<file path="config.mk">
export PLATFORM = sky130hd
export DESIGN_NAME = rail_softstart_pwm
export DESIGN_NICKNAME = d
export VERILOG_FILES = /design/src/rtl/psu_pkg.sv /design/src/rtl/pg_monitor.sv /design/src/rtl/rail_softstart_pwm.sv
export SDC_FILE = /design/constraint.sdc
export NUM_CORES = 1
export LEC_CHECK = 0
export ABC_AREA = 0
export CAP_MARGIN = 20
export CORE_MARGIN = 3
export CORE_UTILIZATION = 40
export DETAILED_ROUTE_END_ITERATION = 10
export SYNTH_ARGS = -nofsm -noshare
export SYNTH_HDL_FRONTEND = slang
export SYNTH_SLANG_ARGS = --single-unit
</file>
<file path="constraint.sdc">
create_clock -name clk -period 3.25 [get_ports clk]
set_clock_uncertainty 0.05 [all_clocks]
set_input_delay 0.65 -clock clk [delete_from_list [all_inputs] [get_ports clk]]
set_output_delay 0.65 -clock clk [all_outputs]
set_load 0.005 [all_outputs]
</file>
<file path="src/rtl/psu_pkg.sv">
// Shared types and defaults for the PSU rail soft-start drivers.
// Rail FSM states and the default PWM/ramp/power-good geometry live here so
// every rail instance and its helpers agree on them.
package psu_pkg;

    typedef enum logic [1:0] {
        OFF   = 2'd0,
        RAMP  = 2'd1,
        HOLD  = 2'd2,
        FAULT = 2'd3
    } rail_state_t;

    localparam int PSU_PWM_CNT_W  = 8;
    localparam int PSU_RAMP_DIV   = 16;
    localparam int PSU_DUTY_MAX   = 200;
    localparam int PSU_PG_TIMEOUT = 1000;

    // A rail is "running" (switch allowed to toggle) only in RAMP or HOLD.
    function automatic logic is_running(input rail_state_t s);
        return (s == RAMP) || (s == HOLD);
    endfunction

endpackage

</file>
<file path="src/rtl/pg_monitor.sv">
// Power-good loss detector for one rail.
// pg_in is asynchronous, so it is brought into the clk domain with two flops.
// While hold is high, a saturating counter counts consecutive clocks of
// synchronised pg low; any pg high (or leaving HOLD) clears it. pg_lost is
// raised once the count reaches PG_TIMEOUT.
module pg_monitor
    import psu_pkg::*;
#(
    parameter int PG_TIMEOUT = PSU_PG_TIMEOUT
) (
    input  logic clk,
    input  logic n_rst,
    input  logic pg_in,
    input  logic hold,
    output logic pg_lost
);

    localparam int PGC_W = $clog2(PG_TIMEOUT + 1);
    localparam logic [PGC_W-1:0] PG_LIMIT = PGC_W'(PG_TIMEOUT);

    logic             pg_meta;
    logic             pg_sync;
    logic [PGC_W-1:0] pg_cnt;

    // Two-flop synchroniser for the asynchronous comparator output.
    always_ff @(posedge clk or negedge n_rst) begin
        if (!n_rst) begin
            pg_meta <= 1'b0;
            pg_sync <= 1'b0;
        end else begin
            pg_meta <= pg_in;
            pg_sync <= pg_meta;
        end
    end

    // Consecutive-low counter, only meaningful in HOLD; saturates at the limit.
    always_ff @(posedge clk or negedge n_rst) begin
        if (!n_rst) begin
            pg_cnt <= '0;
        end else if (!hold || pg_sync) begin
            pg_cnt <= '0;
        end else if (pg_cnt != PG_LIMIT) begin
            pg_cnt <= pg_cnt + PGC_W'(1);
        end
    end

    assign pg_lost = hold && (pg_cnt == PG_LIMIT);

endmodule

</file>
<file path="src/rtl/rail_softstart_pwm.sv">
// Per-rail soft-start PWM driver.
// On en the rail ramps its switch duty from 0 up to a latched target, one
// count every RAMP_DIV PWM periods, then holds and reports ramp_done.
// Duty only changes at the PWM period boundary so no runt pulses occur.
// Optional build macro PG_TIMEOUT_EN: adds pg_monitor and the HOLD->FAULT
// trip on sustained loss of power-good; without it pg_in is ignored and
// fault is constant 0.
module rail_softstart_pwm
    import psu_pkg::*;
#(
    parameter int CNT_W      = PSU_PWM_CNT_W,
    parameter int DUTY_MAX   = PSU_DUTY_MAX,
    parameter int RAMP_DIV   = PSU_RAMP_DIV,
    parameter int PG_TIMEOUT = PSU_PG_TIMEOUT
) (
    input  logic             clk,
    input  logic             n_rst,
    input  logic             en,
    input  logic             pg_in,
    input  logic [CNT_W-1:0] duty_tgt,
    output logic             pwm_out,
    output logic             busy,
    output logic             ramp_done,
    output logic             fault
);

    localparam int DMAX_I = (DUTY_MAX > (2**CNT_W) - 1) ? (2**CNT_W) - 1 : DUTY_MAX;
    localparam logic [CNT_W-1:0] DMAX = CNT_W'(DMAX_I);
    localparam int STEP_W = (RAMP_DIV > 1) ? $clog2(RAMP_DIV) : 1;
    localparam logic [STEP_W-1:0] STEP_LAST = STEP_W'(RAMP_DIV - 1);

    rail_state_t       state;
    rail_state_t       state_nxt;
    logic [CNT_W-1:0]  pwm_cnt;
    logic [CNT_W-1:0]  duty;
    logic [CNT_W-1:0]  tgt_l;
    logic [CNT_W-1:0]  tgt_clamped;
    logic [STEP_W-1:0] step_cnt;
    logic              period_end;
    logic              step_end;
    logic              pg_lost;

    assign tgt_clamped = (duty_tgt > DMAX) ? DMAX : duty_tgt;
    assign period_end  = (pwm_cnt == '1);
    assign step_end    = period_end && (step_cnt == STEP_LAST);

`ifdef PG_TIMEOUT_EN
    pg_monitor #(
        .PG_TIMEOUT (PG_TIMEOUT)
    ) u_pg_monitor (
        .clk     (clk),
        .n_rst   (n_rst),
        .pg_in   (pg_in),
        .hold    (state == HOLD),
        .pg_lost (pg_lost)
    );
    assign fault = (state == FAULT);
`else
    logic unused_pg;
    assign unused_pg = pg_in;
    assign pg_lost   = 1'b0;
    assign fault     = 1'b0;
`endif

    // FSM state register.
    always_ff @(posedge clk or negedge n_rst) begin
        if (!n_rst) begin
            state <= OFF;
        end else begin
            state <= state_nxt;
        end
    end

    // Next-state logic: en low always wins; FAULT is left only through en low.
    always_comb begin
        state_nxt = state;
        case (state)
            OFF: begin
                if (en) state_nxt = RAMP;
            end
            RAMP: begin
                if (!en) begin
                    state_nxt = OFF;
                end else if (step_end &&
                             ((duty >= tgt_l) || ((duty + CNT_W'(1)) == tgt_l))) begin
                    state_nxt = HOLD;
                end
            end
            HOLD: begin
                if (!en) begin
                    state_nxt = OFF;
                end else if (pg_lost) begin
                    state_nxt = FAULT;
                end
            end
            FAULT: begin
                if (!en) state_nxt = OFF;
            end
            default: state_nxt = OFF;
        endcase
    end

    // PWM counter, step counter, duty ramp, target latch and registered drive.
    always_ff @(posedge clk or negedge n_rst) begin
        if (!n_rst) begin
            pwm_cnt  <= '0;
            duty     <= '0;
            tgt_l    <= '0;
            step_cnt <= '0;
            pwm_out  <= 1'b0;
        end else begin
            // Drive is dropped on the same edge the rail leaves RAMP/HOLD.
            pwm_out <= is_running(state) && is_running(state_nxt) && (pwm_cnt < duty);
            if (state == OFF) begin
                pwm_cnt  <= '0;
                duty     <= '0;
                step_cnt <= '0;
                if (en) tgt_l <= tgt_clamped;
            end else if (!is_running(state_nxt)) begin
                pwm_cnt  <= '0;
                duty     <= '0;
                step_cnt <= '0;
            end else begin
                pwm_cnt <= pwm_cnt + CNT_W'(1);
                if (period_end) begin
                    step_cnt <= (step_cnt == STEP_LAST) ? '0 : step_cnt + STEP_W'(1);
                end
                if ((state == RAMP) && step_end && (duty < tgt_l)) begin
                    duty <= duty + CNT_W'(1);
                end
            end
        end
    end

    assign busy      = is_running(state);
    assign ramp_done = (state == HOLD);

endmodule

</file>
==> impl_metrics.py, run 1 <==
metrics = {
    "min_path": {
        "whs_path_depth": 1,
        "min_path_type": "flop to flop",
    },
    "die": {
        "die_x_um": 82.9,
        "die-height_um": 82.9,
        "die_area_mm2": 0.00687,
        "num_io_pins": 16,
        "num_rows": 27,
        "start_util_pct": 42.2,
        "coreArea_mm2": 0.00561,
    },
    "global_routing": {
        "grt-ovfl-total": 0,
        "grt_max_degree": 32,
        "grt_pass1_wl_mm": 8.47,
        "grt_pass1_vias": 1755,
        "track_usage_pct": 14.7,
        "antenna_found_initial": 0,
    },
    "critical_path": {
        "crit_slowest_cell": "dfrtp_1",
        "end_kind": "flop",
        "cp.depth": 8,
        "rrSetupSlack_ns": 0.49,
        "crit_chain": "inv_1 -> ha_1 -> nand2b_1 -> a2111oi_0 -> o21bai_1 -> a311o_1 -> and3_4 -> nor4_2",
        "reg2regPathDepth": 8,
        "cp.required_ns": 3.39,
        "start_kind": "flop",
        "crit_path_max_incr_delay_ns": 0.46,
        "path_class": "flop to flop",
        "crit_family": "compound AO/OA/AOI/OAI gates",
        "critPathArrivalTime_ns": 2.90,
        "crit_path_max_fanout": 21,
        "critPathBufInv": 1,
    },
    "timing": {
        "worst_pin_slew_ns": 0.631,
        "setup_violations": 0,
        "slew_headroom_pct": 57.9,
        "hold_viol": 0,
        "max_freq_ghz": 0.363,
        "finalSetupTns_ns": 0,
        "fin_crit_sh_pct": 84.8,
        "whs_ns": 0.468,
        "drv_slew": 0,
        "rsz0062_at_grt": "false",
        "period_needed_ns": 2.76,
    },
    "routing": {
        "wl_per_cell_um": 14.3,
        "drt_wl_total_mm": 4.71,
        "via_per_inst": 5.49,
        "drtIter0Drc": 39,
        "ant_nets": 0,
        "dr_total_vias": 1805,
        "firstDrtPassIters": 4,
        "drc": 0,
    },
    "yosys": {
        "synth_compound_area_share_pct": 16.2,
        "yosys.cell_types.count": 55,
        "syn_area_mm2": 0.00237,
        "synth-xor-area-share_pct": 7.77,
        "synth_nets": 280,
        "syn_area_per_cell_um2": 9.66,
        "synth_ff_type": "dfrtp_1",
        "ys_warn_count": 0,
        "seq_area_frac_synth_pct": 32.8,
        "synthAdderAreaFrac_pct": 12.2,
        "synth_top_family_by_area": "simple AND/OR/NAND/NOR gates",
        "synth-simple-area-share_pct": 23.7,
        "async_reset_ff_share_pct": 100,
        "synth-edff-count": 0,
        "synth_cells": 245,
        "ys_ff_latch": 31,
        "synthMuxAreaShare_pct": 1.80,
    },
    "cells_and_area": {
        "area_growth_pct": 10.8,
        "layout_common_cells": "dfrtp_1 (31), ha_1 (23), inv_1 (19), nor3_2 (19), nand2_1 (15)",
        "n_antenna_cell": 0,
        "drive_gt1_share_pct": 14.8,
        "fin_nets": 291,
        "fin_area_mm2": 0.00262,
        "layout_commonest_cell": "dfrtp_1",
    },
    "placed_design": {
        "port_buffers": 13,
        "placed_area_mm2": 0.00254,
        "dpl.hpwl_mm": 3.46,
        "gp_congestion": 0.805,
    },
    "power": {
        "clock_power_share_pct": 20.0,
        "p_total_w": 0.00149,
        "leakage_nw": 1.03,
        "switching_share_pct": 42.4,
        "power_density_mw_per_mm2": 568,
        "power_frac_seq_pct": 34.8,
        "switching_power_w": 0.000632,
        "vdd_drop_max_v": 0.000437,
        "combPwrFrac_pct": 45.2,
        "internal_power_w": 0.000858,
    },
    "outcome": {
        "outcome": "finished clean",
    },
    "clocking": {
        "ctsHoldBuffers": 0,
        "cts_buffer_depth": 2,
        "cts_buffers": 5,
        "clock_latency_ns": 0.28,
        "clkTransAtPathRegs_ns": 0.07,
        "ctsRootBufferMaster": "clkbuf_8",
        "cts_max_level": 2,
        "cts.sinks": 31,
        "cts_tree": "built",
        "post_cts_buffers": 0,
        "cts-resized-gates": 0,
    },
    "flow_run": {
        "drv_cap": 0,
    },
}
## cell families after synthesis
kind of cell	after synthesis
xor+xnor	21
flops	31
compound gates	53
buf+inv	29
other cells	1
mux	4
fa+ha+maj	23
simple gates	83
## per-stage QoR
stage                     setup slack (ns)  instances  util (%)
after global routing                 0.249        329      46.8
after CTS                            0.465        329      46.8
final                                0.494        329      46.8
after detailed placement             0.250        321      45.2
after floorplan                      0.759        245         -
after global placement               0.325        321      45.2
## power groups by stage
stage          registers, W  clock network [W]  logic, W
2_1_floorplan      0.000497                  0  0.000583
3_3_place_gp       0.000527                  0  0.000668
3_5_place_dp       0.000528                  0  0.000675
4_1_cts            0.000521           0.000312  0.000680
5_1_grt            0.000532           0.000328  0.000761
6_report           0.000519           0.000298  0.000673
## synthesized netlist by cell type, drive strengths merged (2+ instances only)
cell type,number,area share (%)
and2,2,0.53
a31oi,4,1.1
or3,4,1.3
dfrtp,31,33
nor2,8,1.3
a2111oi,2,1.5
xor2,7,2.6
inv,19,3.0
mux2,2,0.95
nor2b,3,0.79
a22o,5,1.9
nor4b,4,1.5
and3,4,1.3
nand4,3,0.79
ha,23,12
nor4,3,1.1
buf,3,1.3
a21o,2,0.63
a211oi,2,0.63
o211ai,2,0.63
a21oi,9,1.9
o21bai,2,0.63
nor3,24,9.1
nand3,7,1.7
mux2i,2,0.85
clkbuf,7,1.1
nand2,15,2.4
nand2b,2,0.53
a22oi,2,0.63
xnor2,14,5.2
o21ai,12,2.5
## sequential cells by signal, summed over array words and instances, names as in the netlist
register	flops
tgt_l	8
pwm_cnt	8
duty	8
state	2
step_cnt	4
pwm_out	1
## metal layers
metal	track usage [%]	part of all wire, %
met1	21.2	51
met3	2.98	2.7
met2	22.3	45
met5	0	0
met4	4.01	1.3
## worst register-to-register path: cells and delay by family (launching register included)
kind            cells  cell delay [ns]
simple gates        3             0.77
compound gates      3             0.95
flops               1             0.46
fa+ha+maj           1             0.35
buf+inv             1             0.09
## final cells by class
cell class                      instances  area, µm²
Fill cell                             554       2990
Multi-Input combinational cell        185       1460
Sequential cell                        31        776
Timing Repair Buffer                   14        138
Tap cell                               72       90.1
Clock buffer                            6       72.6
Inverter                               19       71.3
Clock inverter                          2       12.5
## final timing paths
check	endpoint	start
setup / recovery	pwm_out	duty[0]
hold / removal	tgt_l[0]	tgt_l[0]
setup reg to reg	pwm_out	duty[0]
hold reg to reg	tgt_l[0]	tgt_l[0]
max in group asynchronous	pwm_cnt[3]	n_rst
min in group asynchronous	state[1]	n_rst
Power figures use the tool's default switching activity.
==> run 2: changes to the inputs <==
clock period = 2.35 ns   (was 3.25 ns; I/O delays follow)
==> run 2 against run 1 <==
Routed wire length is 14% higher; final area is 17% higher; clock power increased by 43%; count of clock-buffer cells in the layout did not move; first-iteration DRC count grew 110%; critical endpoint is now duty[2]; sequential share of layout area down 4.1 points; cell count increased by 8.5%; via count is 7.0% higher; non-clock buffer count increased by 28; critical path depth did not move.
==> impl_metrics.py, run 2 (same netlist as run 1, synthesis figures left out) <==
metrics = {
    "power": {
        "switching_share_pct": 40.2,
        "clock_power_share_pct": 16.3,
        "internal_power_w": 0.00157,
        "combPwrFrac_pct": 56.7,
        "switching_power_w": 0.00105,
        "p_total_w": 0.00262,
        "vdd_drop_max_v": 0.000611,
        "power_frac_seq_pct": 27.0,
        "power_density_mw_per_mm2": 855,
        "leakage_nw": 1.21,
    },
    "min_path": {
        "min_path_type": "flop to flop",
    },
    "timing": {
        "whs_ns": 0.511,
        "finalSetupTns_ns": 0,
        "setup_violations": 0,
        "fin_crit_sh_pct": 98.0,
        "max_freq_ghz": 0.434,
        "worst_slack_ns": 0.0460,
        "rsz0062_at_grt": "true",
        "period_needed_ns": 2.30,
        "hold_viol": 0,
        "drv_slew": 0,
    },
    "clocking": {
        "ctsRootBufferMaster": "clkbuf_8",
        "cts_max_level": 2,
        "cts_tree": "built",
        "cts_buffer_depth": 2,
        "cts.sinks": 31,
        "clock_latency_ns": 0.29,
        "clkTransAtPathRegs_ns": 0.07,
        "cts_buffers": 5,
    },
    "global_routing": {
        "track_usage_pct": 15.2,
        "grt_pass1_vias": 1848,
        "grt-ovfl-total": 0,
        "antenna_found_initial": 0,
        "grt_max_degree": 32,
        "grt_pass1_wl_mm": 8.70,
    },
    "critical_path": {
        "crit_path_max_incr_delay_ns": 0.45,
        "crit_family": "compound AO/OA/AOI/OAI gates",
        "crit_path_max_fanout": 5,
        "path_class": "input port to flop",
        "crit_chain": "clkdlybuf4s50_1 -> nor2b_1 -> a41oi_2 -> a21bo_2 -> a311o_1 -> and3_4 -> clkbuf_16 -> nor3_2",
        "end_kind": "flop",
        "cp.required_ns": 2.51,
        "start_kind": "input port",
        "critPathArrivalTime_ns": 2.47,
        "critPathBufInv": 2,
        "crit_slowest_cell": "clkdlybuf4s50_1",
    },
    "die": {
        "die-height_um": 82.9,
        "coreArea_mm2": 0.00561,
        "die_x_um": 82.9,
        "start_util_pct": 42.2,
        "num_rows": 27,
        "num_io_pins": 16,
        "die_area_mm2": 0.00687,
    },
    "cells_and_area": {
        "multi_input_area_mm2": 0.00163,
        "layout_common_cells": "dfrtp_1 (27), buf_4 (23), ha_1 (19), inv_1 (17), nor3_2 (16)",
        "drive_gt1_share_pct": 31.9,
        "regArea_um2": 781,
        "area_growth_pct": 29.6,
        "fin_area_mm2": 0.00307,
        "fillers": 488,
        "reg_top3": "duty (8), pwm_cnt (8), tgt_l (8)",
        "n_antenna_cell": 0,
        "fin_nets": 319,
        "layout_commonest_cell": "dfrtp_1",
    },
    "routing": {
        "wl_per_cell_um": 15.1,
        "firstDrtPassIters": 4,
        "dr_total_vias": 1931,
        "drc": 0,
        "drt_wl_total_mm": 5.39,
        "drtIter0Drc": 83,
        "via_per_inst": 5.41,
        "ant_nets": 0,
    },
    "placed_design": {
        "port_buffers": 13,
        "dpl.hpwl_mm": 3.83,
        "placed_area_mm2": 0.00278,
        "place_ws_ns": -0.218,
        "gp_congestion": 0.847,
    },
    "flow_run": {
        "drv_cap": 0,
    },
    "outcome": {
        "outcome": "finished clean",
    },
}
-- run 2: changes by cell type in the layout (fill, tap and decap cells not counted), moves of 4 or more --
| cell | change |
|---|---|
| buf_4 | +22 |
| dfrtp_1 | -4 |
| dfrtp_2 | +4 |
| ha_1 | -4 |
-- run 2: final timing paths --
path / slack (ns) / endpoint / start / cells after the start
max: 0.05 / duty[2] / en / 8
min: 0.51 / pwm_cnt[0] / pwm_cnt[0] / 2
max reg2reg: 0.06 / duty[2] / duty[0] / 9
min reg2reg: 0.51 / pwm_cnt[0] / pwm_cnt[0] / 2
max in group asynchronous: 1.39 / duty[3] / n_rst / 2
min in group asynchronous: 0.53 / tgt_l[2] / n_rst / 2
-- run 2: power by group through the flow --
stage | Clock [W] | Sequential, W | Combinational (W)
floorplan | 0 | 0.000688 | 0.000832
global placement | 0 | 0.000709 | 0.00123
detailed placement | 0 | 0.000710 | 0.00124
CTS | 0.000438 | 0.000702 | 0.00126
global route | 0.000466 | 0.000724 | 0.00160
finish | 0.000427 | 0.000709 | 0.00149
-- run 2: worst min-delay path, cell delays in order (launching register included) --
cell	delay, ns
dfrtp_1	0.36
buf_4	0.13
nor3_2	0.04
-- run 2: metal layers --
metal,GRT usage (%),up-vias,routed length [µm]
li1,-,957,-
met1,20.3,946,2560
met2,24.6,22,2650
met3,2.78,6,97
met4,4.90,0,78
met5,0,-,0
-- run 2: per-stage QoR --
stage	instances	util, %
4_1_cts	355	51.3
3_3_place_gp	347	49.5
3_5_place_dp	347	49.5
6_report	357	54.7
5_1_grt	357	54.7
2_1_floorplan	245	-
-- run 2: final cells by class --
cell class / instances / share of cell area [%]
multi-input cells: 185 / 53.0
repair buffers: 42 / 13.4
inverters: 19 / 2.41
well taps: 72 / 2.94
flip-flops and latches: 31 / 25.5
clock inverters: 2 / 0.408
clock buffers: 6 / 2.37
-- run 2: repair_timing --
| item | CTS | global route |
|---|---|---|
| gates cloned | 0 | 1 |
| setup endpoints to repair | 21 | 21 |
| hold buffers | 0 | 0 |
| resized for setup | 3 | 33 |
| buffers inserted | 0 | 1 |
| pin swaps | 3 | 13 |
